### config.mk
export PLATFORM = sky130hd
export DESIGN_NAME = mc_ctrl_flat
export DESIGN_NICKNAME = d
export VERILOG_FILES = /design/src/rtl/mc_pkg.sv /design/src/rtl/mc_ctrl_if.sv /design/src/rtl/mc_alu_dec.sv /design/src/rtl/mc_ctrl.sv /design/src/flat_wrapper.sv
export SDC_FILE = /design/constraint.sdc
export NUM_CORES = 1
export LEC_CHECK = 0
export ABC_AREA = 1
export CAP_MARGIN = 20
export CORE_ASPECT_RATIO = 1.5
export CORE_MARGIN = 1
export CORE_UTILIZATION = 42
export DETAILED_ROUTE_END_ITERATION = 12
export GPL_TIMING_DRIVEN = 0
export PLACE_DENSITY = 0.86
export SYNTH_ARGS = -nofsm -noshare
export SYNTH_HDL_FRONTEND = slang
export SYNTH_SLANG_ARGS = --single-unit
### constraint.sdc
create_clock -name clk -period 2.3 [get_ports clk]
set_input_delay 0.23 -clock clk [delete_from_list [all_inputs] [get_ports clk]]
set_output_delay 0.23 -clock clk [all_outputs]
set_load 0.01 [all_outputs]
### src/rtl/mc_pkg.sv
// Shared encodings for the multicycle MIPS controller: FSM states, opcode/funct
// values, ALU operation codes and datapath mux select constants.
package mc_pkg;

  typedef enum logic [3:0] {
    S_FETCH, S_DCD, S_EXE, S_WB, S_MA, S_MR, S_LWB, S_MW, S_BR, S_JMP
  } state_e;

  localparam logic [5:0] OP_RTYPE  = 6'h00, OP_REGIMM = 6'h01, OP_J     = 6'h02,
                         OP_JAL    = 6'h03, OP_BEQ    = 6'h04, OP_BNE   = 6'h05,
                         OP_BLEZ   = 6'h06, OP_BGTZ   = 6'h07, OP_ADDI  = 6'h08,
                         OP_ADDIU  = 6'h09, OP_SLTI   = 6'h0a, OP_SLTIU = 6'h0b,
                         OP_ANDI   = 6'h0c, OP_ORI    = 6'h0d, OP_XORI  = 6'h0e,
                         OP_LUI    = 6'h0f, OP_LB     = 6'h20, OP_LH    = 6'h21,
                         OP_LW     = 6'h23, OP_LBU    = 6'h24, OP_LHU   = 6'h25,
                         OP_SB     = 6'h28, OP_SH     = 6'h29, OP_SW    = 6'h2b;

  localparam logic [5:0] FN_SLL  = 6'h00, FN_SRL  = 6'h02, FN_SRA  = 6'h03,
                         FN_SLLV = 6'h04, FN_SRLV = 6'h06, FN_SRAV = 6'h07,
                         FN_JR   = 6'h08, FN_JALR = 6'h09, FN_ADD  = 6'h20,
                         FN_ADDU = 6'h21, FN_SUB  = 6'h22, FN_SUBU = 6'h23,
                         FN_AND  = 6'h24, FN_OR   = 6'h25, FN_XOR  = 6'h26,
                         FN_NOR  = 6'h27, FN_SLT  = 6'h2a, FN_SLTU = 6'h2b;

  localparam logic [3:0] ALU_ADD = 4'd0, ALU_SUB = 4'd1, ALU_AND  = 4'd2, ALU_OR  = 4'd3,
                         ALU_XOR = 4'd4, ALU_NOR = 4'd5, ALU_SLT  = 4'd6, ALU_SLTU = 4'd7,
                         ALU_SLL = 4'd8, ALU_SRL = 4'd9, ALU_SRA = 4'd10, ALU_LUI = 4'd11;

  localparam logic [1:0] NPC_PC4 = 2'd0, NPC_BR = 2'd1, NPC_JMP = 2'd2, NPC_REG = 2'd3;
  localparam logic [1:0] WA_RT   = 2'd0, WA_RD  = 2'd1, WA_RA   = 2'd2;
  localparam logic [1:0] WD_ALU  = 2'd0, WD_MEM = 2'd1, WD_PC   = 2'd2;
  localparam logic [1:0] EXT_ZERO = 2'd0, EXT_SIGN = 2'd1, EXT_LUI = 2'd2;
  localparam logic [1:0] SZ_WORD = 2'd0, SZ_HALF = 2'd1, SZ_BYTE = 2'd2;

endpackage

### src/rtl/mc_ctrl_if.sv
// Controller <-> datapath bundle: IR fields and compare flags in, enables and
// mux selects out. master is the controller side, slave the datapath side.
interface mc_ctrl_if;
  logic [5:0] op;
  logic [5:0] funct;
  logic [4:0] rt;
  logic       eq, ltz, eqz;
  logic       pc_wr;
  logic [1:0] npc_sel;
  logic       ir_wr;
  logic       rf_wr;
  logic [1:0] rf_wa_sel;
  logic [1:0] rf_wd_sel;
  logic       alu_b_sel;
  logic [1:0] ext_op;
  logic [3:0] alu_op;
  logic       dm_wr;
  logic [1:0] dm_size;
  logic       ld_sext;
  logic       done;
  logic       illegal;
  logic [4:0] ra_idx;

  modport master (
    input  op, funct, rt, eq, ltz, eqz,
    output pc_wr, npc_sel, ir_wr, rf_wr, rf_wa_sel, rf_wd_sel, alu_b_sel,
           ext_op, alu_op, dm_wr, dm_size, ld_sext, done, illegal, ra_idx
  );

  modport slave (
    output op, funct, rt, eq, ltz, eqz,
    input  pc_wr, npc_sel, ir_wr, rf_wr, rf_wa_sel, rf_wd_sel, alu_b_sel,
           ext_op, alu_op, dm_wr, dm_size, ld_sext, done, illegal, ra_idx
  );
endinterface

### src/rtl/mc_alu_dec.sv
// ALU decode: maps R-type funct or I-type op to ALU code, B-operand source and
// immediate extension, and flags whether the instruction is a supported ALU op.
module mc_alu_dec
  import mc_pkg::*;
(
  input  logic [5:0] op,
  input  logic [5:0] funct,
  output logic [3:0] alu_op,
  output logic       alu_b_sel,
  output logic [1:0] ext_op,
  output logic       r_valid,
  output logic       i_valid
);

  always_comb begin
    alu_op    = ALU_ADD;
    alu_b_sel = 1'b0;
    ext_op    = EXT_SIGN;
    r_valid   = 1'b0;
    i_valid   = 1'b0;
    if (op == OP_RTYPE) begin
      r_valid = 1'b1;
      case (funct)
        FN_ADD, FN_ADDU:   alu_op = ALU_ADD;
        FN_SUB, FN_SUBU:   alu_op = ALU_SUB;
        FN_AND:            alu_op = ALU_AND;
        FN_OR:             alu_op = ALU_OR;
        FN_XOR:            alu_op = ALU_XOR;
        FN_NOR:            alu_op = ALU_NOR;
        FN_SLT:            alu_op = ALU_SLT;
        FN_SLTU:           alu_op = ALU_SLTU;
        FN_SLL, FN_SLLV:   alu_op = ALU_SLL;
        FN_SRL, FN_SRLV:   alu_op = ALU_SRL;
        FN_SRA, FN_SRAV:   alu_op = ALU_SRA;
        default:           r_valid = 1'b0;
      endcase
    end else begin
      alu_b_sel = 1'b1;
      i_valid   = 1'b1;
      case (op)
        OP_ADDI, OP_ADDIU: alu_op = ALU_ADD;
        OP_SLTI:           alu_op = ALU_SLT;
        OP_SLTIU:          alu_op = ALU_SLTU;
        OP_ANDI: begin alu_op = ALU_AND; ext_op = EXT_ZERO; end
        OP_ORI:  begin alu_op = ALU_OR;  ext_op = EXT_ZERO; end
        OP_XORI: begin alu_op = ALU_XOR; ext_op = EXT_ZERO; end
        OP_LUI:  begin alu_op = ALU_LUI; ext_op = EXT_LUI;  end
        default:           i_valid = 1'b0;
      endcase
    end
  end

endmodule

### src/rtl/mc_ctrl.sv
// Multicycle MIPS control FSM: fetch, decode, execute/memory/branch/jump and
// writeback, driving every datapath enable and mux select.
module mc_ctrl
  import mc_pkg::*;
#(
  parameter int unsigned RA_REG = 31
) (
  input  logic         clk,
  input  logic         rst,
  mc_ctrl_if.master    bus
);

  state_e     state_q, state_d;
  logic [3:0] dec_alu_op;
  logic       dec_b_sel, dec_r_valid, dec_i_valid;
  logic [1:0] dec_ext_op;
  logic       is_load, is_store, is_branch, is_jump, is_rjump, br_taken;
  logic [1:0] mem_size;

  mc_alu_dec u_alu_dec (
    .op        (bus.op),
    .funct     (bus.funct),
    .alu_op    (dec_alu_op),
    .alu_b_sel (dec_b_sel),
    .ext_op    (dec_ext_op),
    .r_valid   (dec_r_valid),
    .i_valid   (dec_i_valid)
  );

  assign is_load   = (bus.op == OP_LW) || (bus.op == OP_LH) || (bus.op == OP_LHU) ||
                     (bus.op == OP_LB) || (bus.op == OP_LBU);
  assign is_store  = (bus.op == OP_SW) || (bus.op == OP_SH) || (bus.op == OP_SB);
  assign is_rjump  = (bus.op == OP_RTYPE) && ((bus.funct == FN_JR) || (bus.funct == FN_JALR));
  assign is_jump   = (bus.op == OP_J) || (bus.op == OP_JAL) || is_rjump;
  // REGIMM only supports bltz (rt=0) and bgez (rt=1)
  assign is_branch = (bus.op == OP_BEQ) || (bus.op == OP_BNE) || (bus.op == OP_BLEZ) ||
                     (bus.op == OP_BGTZ) || ((bus.op == OP_REGIMM) && (bus.rt[4:1] == 4'd0));
  assign mem_size  = ((bus.op == OP_LH) || (bus.op == OP_LHU) || (bus.op == OP_SH)) ? SZ_HALF :
                     ((bus.op == OP_LB) || (bus.op == OP_LBU) || (bus.op == OP_SB)) ? SZ_BYTE :
                     SZ_WORD;
  assign bus.ra_idx = 5'(RA_REG);

  always_comb begin
    case (bus.op)
      OP_BEQ:    br_taken = bus.eq;
      OP_BNE:    br_taken = !bus.eq;
      OP_BLEZ:   br_taken = bus.ltz || bus.eqz;
      OP_BGTZ:   br_taken = !bus.ltz && !bus.eqz;
      OP_REGIMM: br_taken = bus.rt[0] ? !bus.ltz : bus.ltz;
      default:   br_taken = 1'b0;
    endcase
  end

  always_ff @(posedge clk) begin
    if (rst) state_q <= S_FETCH;
    else     state_q <= state_d;
  end

  always_comb begin
    state_d       = state_q;
    bus.pc_wr     = 1'b0;
    bus.npc_sel   = NPC_PC4;
    bus.ir_wr     = 1'b0;
    bus.rf_wr     = 1'b0;
    bus.rf_wa_sel = WA_RT;
    bus.rf_wd_sel = WD_ALU;
    bus.alu_b_sel = 1'b0;
    bus.ext_op    = EXT_ZERO;
    bus.alu_op    = ALU_ADD;
    bus.dm_wr     = 1'b0;
    bus.dm_size   = SZ_WORD;
    bus.ld_sext   = 1'b0;
    bus.done      = 1'b0;
    bus.illegal   = 1'b0;
    case (state_q)
      S_FETCH: begin
        bus.pc_wr = 1'b1;
        bus.ir_wr = 1'b1;
        state_d   = S_DCD;
      end
      S_DCD: begin
        if (dec_r_valid || dec_i_valid) state_d = S_EXE;
        else if (is_load || is_store)   state_d = S_MA;
        else if (is_branch)             state_d = S_BR;
        else if (is_jump)               state_d = S_JMP;
        else begin
          bus.illegal = 1'b1;
          bus.done    = 1'b1;
          state_d     = S_FETCH;
        end
      end
      S_EXE: begin
        bus.alu_op    = dec_alu_op;
        bus.alu_b_sel = dec_b_sel;
        bus.ext_op    = dec_ext_op;
        state_d       = S_WB;
      end
      S_WB: begin
        bus.rf_wr     = 1'b1;
        bus.rf_wa_sel = (bus.op == OP_RTYPE) ? WA_RD : WA_RT;
        bus.done      = 1'b1;
        state_d       = S_FETCH;
      end
      S_MA: begin
        bus.alu_b_sel = 1'b1;
        bus.ext_op    = EXT_SIGN;
        state_d       = is_load ? S_MR : S_MW;
      end
      S_MR: begin
        bus.dm_size = mem_size;
        bus.ld_sext = (bus.op == OP_LH) || (bus.op == OP_LB);
        state_d     = S_LWB;
      end
      S_LWB: begin
        bus.rf_wr     = 1'b1;
        bus.rf_wd_sel = WD_MEM;
        bus.dm_size   = mem_size;
        bus.ld_sext   = (bus.op == OP_LH) || (bus.op == OP_LB);
        bus.done      = 1'b1;
        state_d       = S_FETCH;
      end
      S_MW: begin
        bus.dm_wr   = 1'b1;
        bus.dm_size = mem_size;
        bus.done    = 1'b1;
        state_d     = S_FETCH;
      end
      S_BR: begin
        bus.pc_wr   = br_taken;
        bus.npc_sel = NPC_BR;
        bus.done    = 1'b1;
        state_d     = S_FETCH;
      end
      S_JMP: begin
        bus.pc_wr = 1'b1;
        bus.done  = 1'b1;
        state_d   = S_FETCH;
        if (bus.op == OP_RTYPE) begin
          bus.npc_sel = NPC_REG;
          if (bus.funct == FN_JALR) begin
            bus.rf_wr     = 1'b1;
            bus.rf_wa_sel = WA_RD;
            bus.rf_wd_sel = WD_PC;
          end
        end else begin
          bus.npc_sel = NPC_JMP;
          if (bus.op == OP_JAL) begin
            bus.rf_wr     = 1'b1;
            bus.rf_wa_sel = WA_RA;
            bus.rf_wd_sel = WD_PC;
          end
        end
      end
      default: state_d = S_FETCH;
    endcase
    // reset masks every enable and select, so an aborted instruction writes nothing
    if (rst) begin
      bus.pc_wr     = 1'b0;
      bus.npc_sel   = '0;
      bus.ir_wr     = 1'b0;
      bus.rf_wr     = 1'b0;
      bus.rf_wa_sel = '0;
      bus.rf_wd_sel = '0;
      bus.alu_b_sel = 1'b0;
      bus.ext_op    = '0;
      bus.alu_op    = '0;
      bus.dm_wr     = 1'b0;
      bus.dm_size   = '0;
      bus.ld_sext   = 1'b0;
      bus.done      = 1'b0;
      bus.illegal   = 1'b0;
    end
  end

endmodule
### src/flat_wrapper.sv
// flat-port wrapper written by rule: the top's interface ports become plain ports
module mc_ctrl_flat import mc_pkg::*;
#(
  parameter int unsigned RA_REG = 31
)
  (clk, rst, bus_op, bus_funct, bus_rt, bus_eq, bus_ltz, bus_eqz, bus_pc_wr, bus_npc_sel, bus_ir_wr, bus_rf_wr, bus_rf_wa_sel, bus_rf_wd_sel, bus_alu_b_sel, bus_ext_op, bus_alu_op, bus_dm_wr, bus_dm_size, bus_ld_sext, bus_done, bus_illegal, bus_ra_idx);
  mc_ctrl_if bus_i ();
  input  logic clk;
  input  logic rst;
  input wire logic [$bits(bus_i.op)-1:0] bus_op;
  input wire logic [$bits(bus_i.funct)-1:0] bus_funct;
  input wire logic [$bits(bus_i.rt)-1:0] bus_rt;
  input wire logic [$bits(bus_i.eq)-1:0] bus_eq;
  input wire logic [$bits(bus_i.ltz)-1:0] bus_ltz;
  input wire logic [$bits(bus_i.eqz)-1:0] bus_eqz;
  output wire logic [$bits(bus_i.pc_wr)-1:0] bus_pc_wr;
  output wire logic [$bits(bus_i.npc_sel)-1:0] bus_npc_sel;
  output wire logic [$bits(bus_i.ir_wr)-1:0] bus_ir_wr;
  output wire logic [$bits(bus_i.rf_wr)-1:0] bus_rf_wr;
  output wire logic [$bits(bus_i.rf_wa_sel)-1:0] bus_rf_wa_sel;
  output wire logic [$bits(bus_i.rf_wd_sel)-1:0] bus_rf_wd_sel;
  output wire logic [$bits(bus_i.alu_b_sel)-1:0] bus_alu_b_sel;
  output wire logic [$bits(bus_i.ext_op)-1:0] bus_ext_op;
  output wire logic [$bits(bus_i.alu_op)-1:0] bus_alu_op;
  output wire logic [$bits(bus_i.dm_wr)-1:0] bus_dm_wr;
  output wire logic [$bits(bus_i.dm_size)-1:0] bus_dm_size;
  output wire logic [$bits(bus_i.ld_sext)-1:0] bus_ld_sext;
  output wire logic [$bits(bus_i.done)-1:0] bus_done;
  output wire logic [$bits(bus_i.illegal)-1:0] bus_illegal;
  output wire logic [$bits(bus_i.ra_idx)-1:0] bus_ra_idx;
  assign bus_i.op = bus_op;
  assign bus_i.funct = bus_funct;
  assign bus_i.rt = bus_rt;
  assign bus_i.eq = bus_eq;
  assign bus_i.ltz = bus_ltz;
  assign bus_i.eqz = bus_eqz;
  assign bus_pc_wr = bus_i.pc_wr;
  assign bus_npc_sel = bus_i.npc_sel;
  assign bus_ir_wr = bus_i.ir_wr;
  assign bus_rf_wr = bus_i.rf_wr;
  assign bus_rf_wa_sel = bus_i.rf_wa_sel;
  assign bus_rf_wd_sel = bus_i.rf_wd_sel;
  assign bus_alu_b_sel = bus_i.alu_b_sel;
  assign bus_ext_op = bus_i.ext_op;
  assign bus_alu_op = bus_i.alu_op;
  assign bus_dm_wr = bus_i.dm_wr;
  assign bus_dm_size = bus_i.dm_size;
  assign bus_ld_sext = bus_i.ld_sext;
  assign bus_done = bus_i.done;
  assign bus_illegal = bus_i.illegal;
  assign bus_ra_idx = bus_i.ra_idx;
  mc_ctrl #(.RA_REG(RA_REG)) u_core (.clk(clk), .rst(rst), .bus(bus_i));
endmodule
==> results of run 1 <==
==> placed cells by master (no fill, tap or decap), drive strengths merged <==
cell / n
o21a: 2
nor4: 1
clkdlybuf4s50: 31
o22ai: 1
nand2: 39
nor3: 8
nand4: 2
nand3b: 1
clkbuf: 4
or2: 1
xnor2: 1
a211oi: 1
and3: 1
dfxtp: 4
dlymetal6s2s: 6
dlygate4sd2: 5
o211ai: 4
inv: 29
buf: 9
nor2: 48
a21oi: 10
o21ai: 7
nand3: 14
a31oi: 1
conb: 5
==> area by class of cell <==
type	count	area (µm²)
multi-input cells	147	713
fillers	205	596
plain buffers	7	52.6
well taps	22	27.5
repair buffers	45	452
clock buffers	3	22.5
inverters	29	109
flip-flops and latches	4	80.1
==> layer usage <==
| layer | vias to the layer above | track usage [%] | share of wire, % |
|---|---|---|---|
| li1 | 682 | - | - |
| met2 | 55 | 46.9 | 54 |
| met3 | 8 | 6.02 | 5.7 |
| met1 | 593 | 28.0 | 38 |
| met4 | 0 | 9.52 | 2.1 |
| met5 | - | 0 | 0 |
==> worst max-delay path by stage <==
stage                            from                to  cells after the start  slack [ns]
finish                      bus_op[4]     bus_alu_op[0]                      7         0.1
global route                bus_op[4]     bus_alu_op[0]                      7    0.000006
CTS                         bus_op[5]  bus_rf_wd_sel[1]                      7       0.007
detailed placement          bus_op[3]  bus_rf_wa_sel[0]                      7       -0.03
global placement            bus_op[3]         bus_rf_wr                      7       -0.03
floorplan           u_core.state_q[2]     bus_alu_op[1]                      7        1.02
==> kinds of logic (layout without fill, tap and decap cells) <==
| group | after synthesis | count (layout) | share of synthesized area, % |
|---|---|---|---|
| flops | 4 | 4 | 8.64 |
| simple gates | 115 | 115 | 56.4 |
| xor+xnor | 1 | 1 | 0.945 |
| compound gates | 26 | 26 | 16.2 |
| buf+inv | 36 | 84 | 17.4 |
| other cells | 1 | 5 | 0.404 |
==> worst max-delay path, cell delays in order <==
cell and delay (ns):
clkdlybuf4s50_1 0.46, nor2_4 0.23, nand3_4 0.16, nand2_2 0.14
o211ai_1 0.09, nor2_1 0.12, clkdlybuf4s50_1 0.55
==> per-stage QoR <==
step | power, mW | util [%] | hold slack (ns) | std cells
after detailed placement | 0.250 | 67.7 | 0.692 | 251
after CTS | 0.337 | 68.9 | 0.570 | 255
after global routing | 0.366 | 71.0 | 0.594 | 257
final | 0.336 | 71.0 | 0.572 | 257
after global placement | 0.247 | 67.7 | 0.688 | 251
after floorplan | 0.174 | - | 0.425 | 187
==> where the power goes <==
part / internal [mW] / switching, mW
registers: 0.0732 / 0.00442
clock network: 0.0582 / 0.0264
logic: 0.0784 / 0.0952
==> what timing repair did <==
item	4_1_cts	5_1_grt
resized for setup	5	11
hold buffers	0	0
setup endpoints to repair	5	7
pin swaps	1	1
setup buffers	1	2
==> results_dict.tcl, run 1 <==
set metrics [dict create \
    crit_arrival_ns 1.97 \
    grt_max_degree 11 \
    fin_crit_sh_pct 95.8 \
    clock.fmax_ghz 0.454 \
    insertion_delay_ns 0.23 \
    critPathMaxFanout 7 \
    htreeDepth 1 \
    first_pass_iters 4 \
    worst_slack_ns 0.0972 \
    grt.total_usage_pct 26.3 \
    initial_core_util_pct 45.2 \
    dieWidth_um 40.4 \
    num_vias 1338 \
    regToRegEndpoint "u_core.state_q[0]" \
    tritoncts "yes" \
    r2r_start "u_core.state_q[0]" \
    regMostFlops "u_core.state_q" \
    numCtsBuffers 3 \
    coreArea_mm2 0.00205 \
    synth_common_cells "nor2_1, nand2_1, inv_1" \
    ir_drop_mv 0.221 \
    hold_viol 0 \
    largest_reg_flops 4 \
    hold_path.startpoint "bus_op[1]" \
    ys_top_cells_by_area "nor2_1, nand2_1, inv_1" \
    fin_skew_ns 0.000917 \
    synth_top_cell_area_share_pct 17.0 \
    status "finished, final reports clean" \
    grt_pass1_wl_mm 4.62 \
    clock_sinks 4 \
    drtAntennaViolNets 0 \
    grt_setup_unrepaired "no" \
    netlist_area_um2 927 \
    antennaDiodeCount 0 \
    ys_seq_area_share_pct 8.64 \
    grt_pass1_vias 1241 \
    dp_hpwl_mm 2.40 \
    hold_depth 5 \
    synth_area_per_cell_um2 5.07 \
    fin_area_mm2 0.00146 \
    drtIter0Drc 54 \
    critPathCaptureType "output pin" \
    routabilityCongestion 0.918 \
    syn_to_final_growth_pct 57.1 \
    yosys_warnings 0 \
    clockRootBuffer "clkbuf_4" \
    drv_cap 0 \
    hold_class "in -> reg" \
    syn-instance-count 183 \
    biggestRegsByFlops "u_core.state_q x4" \
    crit_type "in -> out" \
    clock_path_buffers 2 \
    die_area_mm2 0.00240 \
    dominantRegCellSynth "dfxtp_1" \
    clkTransAtPathRegs_ns 0.04 \
    antenna_found_initial 0 \
    overflow 0 \
    synthArstFlopShare_pct 0 \
    r2r_cells 7 \
    r2r_slack_ns 1.12 \
    dpl_worst_slack_ns -0.0327 \
    power_density_mw_per_mm2 231 \
    fin_setup_tns_ns 0 \
    synthDistinctLibCells 29 \
    vias_per_cell 5.21 \
    remaining_drc_errors 0 \
    whs_endpoint "u_core.state_q[2]" \
    ys_seq_elements 4 \
    layout.nets 259 \
    layout-drive-gt1-share_pct 12.8 \
    yosysMostFrequentCell "nor2_1" \
    yosysTopAreaCell "nor2_1" \
    io_buffers 42 \
    post_drt_wl_per_cell_um 11.5 \
    synth-edff-count 0 \
    finalSetupViolCount 0 \
    placementRows 20 \
    pin_count 49 \
    start_kind "input port" \
    post-route-min-period_ns 2.20 \
    critPathRequiredTime_ns 2.07 \
    dpl-instance-area_mm2 0.00139 \
    power.leakage_nw 0.751 \
    slew_viol_final 0 \
    wl_mm 2.95 \
    fp.dieH_um 59.5 \
]
No activity file was read; power rests on OpenSTA's default activity.
==> run 2: changes to the inputs <==
==> constraint.sdc (replaced) <==
create_clock -name clk -period 2.3 [get_ports clk]
set_input_delay 0.23 -clock clk [delete_from_list [all_inputs] [get_ports clk]]
set_output_delay 0.23 -clock clk [all_outputs]
set_load 0.005 [all_outputs]
==> run 2 against run 1 <==
  * Worst hold slack better by 0.0012 ns
  * Power down 1.2%
  * Register-to-register slack hardly changed
  * Count of clock-buffer cells in the layout did not move
  * Sequential share of layout area barely moved
  * Via count rose by 0.37%
  * Clock skew about the same
  * Wire length shrank 0.10%
  * Critical path depth is the same
  * Sequential power about the same
  * Combinational power shrank 2%
  * First-iteration DRC count shrank 26%
  * Critical path type unchanged
  * Critical endpoint is now bus_rf_wr
==> results_dict.tcl, run 2 (synthesis results as in run 1) <==
set metrics [dict create \
    status "finished, final reports clean" \
    biggestRegsByFlops "u_core.state_q x4" \
    dpl_worst_slack_ns 0.00132 \
    vias_per_cell 5.23 \
    fillers 203 \
    cpMostUsedCell "clkdlybuf4s50_1" \
    finalSetupViolCount 0 \
    drtIter0Drc 40 \
    numCtsBuffers 3 \
    clock_sinks 4 \
    layout_common_cells "nor2_1, nand2_1, clkdlybuf4s50_1" \
    critPathMaxFanout 3 \
    multi_input_area_um2 706 \
    first_pass_iters 4 \
    crit_path_max_incr_delay_ns 0.53 \
    antennaDiodeCount 0 \
    cp_top_family "buffers and inverters" \
    regMostFlops "u_core.state_q" \
    r2r_cells 7 \
    grt_max_degree 11 \
    critPathCaptureType "output pin" \
    grt.total_usage_pct 26.3 \
    fin_hold_ws_ns 0.573 \
    post-route-min-period_ns 2.13 \
    drv_cap 0 \
    hold_buffers 0 \
    crit_chain "clkdlybuf4s50_1 -> inv_1 -> nand2_1 -> nor3_2 -> nand3_1 -> a31oi_1 -> clkdlybuf4s50_1" \
    largest_reg_flops 4 \
    clkTransAtPathRegs_ns 0.04 \
    hold_viol 0 \
    critPathRequiredTime_ns 2.07 \
    pin_count 49 \
    crit_type "in -> out" \
    layout_commonest_cell "nor2_1" \
    die_area_mm2 0.00240 \
    regToRegEndpoint "u_core.state_q[0]" \
    ir_drop_mv 0.219 \
    grt_pass1_vias 1245 \
    post_drt_wl_per_cell_um 11.5 \
    fp.dieH_um 59.5 \
    layout.nets 259 \
    whs_endpoint "u_core.state_q[2]" \
    antenna_found_initial 0 \
    routabilityCongestion 0.918 \
    remaining_drc_errors 0 \
    coreArea_mm2 0.00205 \
    dp_hpwl_mm 2.40 \
    wl_mm 2.95 \
    start_kind "input port" \
    overflow 0 \
    r2r_slack_ns 1.12 \
    initial_core_util_pct 45.2 \
    grt_pass1_wl_mm 4.62 \
    tritoncts "yes" \
    fin_skew_ns 0.00104 \
    drtAntennaViolNets 0 \
    fin_setup_tns_ns 0 \
    finish.utilization_pct 71.2 \
    power_density_mw_per_mm2 227 \
    register_area_um2 80.1 \
    hold_path.startpoint "bus_op[1]" \
    htreeDepth 1 \
    dieWidth_um 40.4 \
    syn_to_final_growth_pct 57.5 \
    power.leakage_nw 0.725 \
    p_total_mw 0.332 \
    r2r_start "u_core.state_q[0]" \
    grt_setup_unrepaired "no" \
    hold_class "in -> reg" \
    layout-drive-gt1-share_pct 11.5 \
    hold_depth 5 \
    insertion_delay_ns 0.23 \
    clock.fmax_ghz 0.469 \
    io_buffers 42 \
    cp_num_buf_inv 3 \
    slew_viol_final 0 \
    clock_path_buffers 2 \
    clockRootBuffer "clkbuf_4" \
    crit_arrival_ns 1.90 \
    num_vias 1343 \
    crit_slowest_cell "clkdlybuf4s50_1" \
    fin_crit_sh_pct 92.7 \
    placementRows 20 \
    worst_slack_ns 0.169 \
]
==> run 2: power by group <==
group	total, mW	internal [mW]	switching (mW)
Clock	0.0846	0.0582	0.0263
Sequential	0.0776	0.0732	0.00438
Combinational	0.170	0.0798	0.0897
==> run 2: worst max path at each step <==
stage                      start          endpoint  slack [ns]  depth (start not counted)
2_1_floorplan  u_core.state_q[2]     bus_alu_op[1]        1.08                          7
3_3_place_gp           bus_op[3]         bus_rf_wr       0.003                          7
3_5_place_dp           bus_op[3]  bus_rf_wa_sel[0]       0.001                          7
4_1_cts                bus_op[2]         bus_rf_wr      0.0006                          7
5_1_grt        u_core.state_q[1]         bus_rf_wr        0.02                          6
6_report            bus_funct[2]         bus_rf_wr        0.17                          7
==> run 2: area by class of cell <==
class / instances / share of cell area [%]
Inverter: 29 / 7.45
Buffer: 7 / 3.60
Clock buffer: 3 / 1.54
Timing Repair Buffer: 45 / 31.7
Tap cell: 22 / 1.89
Multi-Input combinational cell: 147 / 48.3
Sequential cell: 4 / 5.48
==> run 2: worst register-to-register path: cells and delay by family, from the launching register on <==
kind,cells,cell delay (ns)
DFF,1,0.41
AOI/OAI and AO/OA,1,0.19
buffers and inverters,2,0.20
and+or+nand+nor,4,0.32
==> run 2: timing repair <==
action / 4_1_cts / 5_1_grt
setup endpoints to repair: 2 / 9
resized for setup: 0 / 10
pin swaps: 1 / 2
buffers inserted: 1 / 2
==> run 2: stage by stage <==
step | std cells | instance area, µm²
floorplan | 187 | 942
global placement | 251 | 1390
detailed placement | 251 | 1390
CTS | 255 | 1420
global route | 257 | 1460
finish | 257 | 1460
==> run 2: per-layer routing <==
metal / track usage [%] / vias to the layer above / wire length, µm
met5: 0 / - / 0
met4: 9.52 / 0 / 68
met3: 6.02 / 8 / 173
met2: 47.2 / 57 / 1580
met1: 27.8 / 597 / 1120
li1: - / 681 / -
==> run 3: changes to the inputs <==
--- a/config.mk
+++ b/config.mk
@@ -8,11 +8,12 @@
 export ABC_AREA = 1
 export CAP_MARGIN = 20
 export CORE_ASPECT_RATIO = 1.5
-export CORE_MARGIN = 1
+export CORE_MARGIN = 4
 export CORE_UTILIZATION = 42
 export DETAILED_ROUTE_END_ITERATION = 12
 export GPL_TIMING_DRIVEN = 0
 export PLACE_DENSITY = 0.86
+export SLEW_MARGIN = 10
 export SYNTH_ARGS = -nofsm -noshare
 export SYNTH_HDL_FRONTEND = slang
 export SYNTH_SLANG_ARGS = --single-unit
==> run 3 against run 2 <==
  * Global-route usage shrank 6.5 points
  * Power is essentially flat
  * Flip-flop and latch count is the same
  * Clock skew is essentially flat
  * Design area grew 0.17%
  * Sequential power is essentially flat
  * Highest routed layer unchanged
==> results_dict.tcl, run 3 (synthesis results as in run 1) <==
set metrics [dict create \
    status "finished, final reports clean" \
    drtAntennaViolNets 0 \
    busiest_layer "met2" \
    dpl-instance-area_mm2 0.00139 \
    fin_crit_sh_pct 94.0 \
    fillers 192 \
    ir_drop_mv 0.126 \
    io_buffers 42 \
    clock_sinks 4 \
    clock.fmax_ghz 0.462 \
    fp.dieH_um 65.5 \
    insertion_delay_ns 0.23 \
    antennaDiodeCount 0 \
    power.leakage_nw 0.719 \
    layout_commonest_cell "nor2_1" \
    hold_buffers 0 \
    placementRows 20 \
    hold_viol 0 \
    post_drt_wl_per_cell_um 11.7 \
    fin_skew_ns 0.00119 \
    hold_class "in -> reg" \
    wl_mm 2.99 \
    overflow 0 \
    crit_type "in -> out" \
    syn_to_final_growth_pct 57.8 \
    dieWidth_um 46.4 \
    switchingPower_mw 0.121 \
    drtIter0Drc 57 \
    drv_cap 0 \
    p_seq_share_pct 23.5 \
    critPathCaptureType "output pin" \
    layout-drive-gt1-share_pct 12.8 \
    grt_use_met1_pct 21.4 \
    start_kind "input port" \
    htreeDepth 1 \
    crit_arrival_ns 1.93 \
    grt.total_usage_pct 19.7 \
    die_area_mm2 0.00304 \
    swShare_pct 36.5 \
    dp_hpwl_mm 2.37 \
    grtUsageMet2_pct 36.6 \
    layout.nets 258 \
    clock_path_buffers 2 \
    p_total_mw 0.332 \
    first_pass_iters 4 \
    largest_reg_flops 4 \
    fin_setup_tns_ns 0 \
    tritoncts "yes" \
    clockRootBuffer "clkbuf_4" \
    antenna_found_initial 0 \
    remaining_drc_errors 0 \
    slew_viol_final 0 \
    power_density_mw_per_mm2 227 \
    fin_area_mm2 0.00146 \
    combPwrFrac_pct 51.1 \
    vias_per_cell 5.13 \
    post-route-min-period_ns 2.16 \
    critPathRequiredTime_ns 2.07 \
    pin_count 49 \
    biggestRegsByFlops "u_core.state_q x4" \
    finalSetupViolCount 0 \
    layout_common_cells "nor2_1, nand2_1, clkdlybuf4s50_1" \
    regMostFlops "u_core.state_q" \
    numCtsBuffers 3 \
    routabilityCongestion 0.844 \
    grt_max_degree 11 \
    clkTransAtPathRegs_ns 0.03 \
    grtUsageMet3_pct 2.19 \
    critPathMaxFanout 3 \
    num_vias 1313 \
    cellInternalPower_mw 0.211 \
    grt_pass1_wl_mm 4.69 \
    coreArea_mm2 0.00208 \
    grt_pass1_vias 1196 \
    clkPwrFrac_pct 25.4 \
    initial_core_util_pct 44.6 \
]
==> run 3: power groups by stage <==
stage	Sequential, mW	Clock (mW)	Combinational, mW
finish	0.0779	0.0842	0.170
detailed placement	0.0786	0	0.165
global placement	0.0787	0	0.165
global route	0.0782	0.0894	0.188
CTS	0.0777	0.0859	0.166
floorplan	0.0776	0	0.0909
==> run 3: per-layer routing <==
metal | vias up | part of all wire (%)
li1 | 683 | -
met4 | 0 | 2.6
met1 | 550 | 38
met5 | - | 0
met2 | 68 | 52
met3 | 12 | 8.1
==> run 3: stage by stage <==
step | hold WS, ns | worst slack (ns) | cells | util [%]
3_3_place_gp | 0.694 | 0.0104 | 251 | 66.9
3_5_place_dp | 0.697 | 0.0107 | 251 | 66.9
5_1_grt | 0.622 | -0.0278 | 256 | 70.4
4_1_cts | 0.565 | 0.00311 | 254 | 68.0
6_report | 0.576 | 0.137 | 256 | 70.4
2_1_floorplan | 0.425 | 1.08 | 187 | -
==> run 3: cell type report <==
class                           instances  area [µm²]  area share, %
Multi-Input combinational cell        147         716           48.9
Clock buffer                            3        22.5           1.54
Tap cell                               22        27.5           1.88
Inverter                               29         109           7.44
Buffer                                  7        52.6           3.59
Sequential cell                         4        80.1           5.47
Timing Repair Buffer                   44         455           31.1
==> run 3: worst paths after layout <==
check,end,startpoint,depth (start not counted),slack [ns]
min,u_core.state_q[2],bus_op[1],5,0.58
max,bus_rf_wr,bus_funct[2],7,0.14
max reg2reg,u_core.state_q[0],u_core.state_q[3],6,1.06
min reg2reg,u_core.state_q[3],u_core.state_q[2],5,0.76
==> run 3: worst max-delay path: stages <==
cell and delay (ns):
clkdlybuf4s50_1 0.43, inv_1 0.10, nand2_1 0.10, nor3_2 0.22, nand3_1 0.14, a31oi_1 0.16, clkdlybuf4s50_1 0.54
==> run 3: timing repair <==
item | CTS | global route
gates resized for setup | 0 | 14
endpoints found under the setup margin | 0 | 8
buffers inserted | 0 | 2
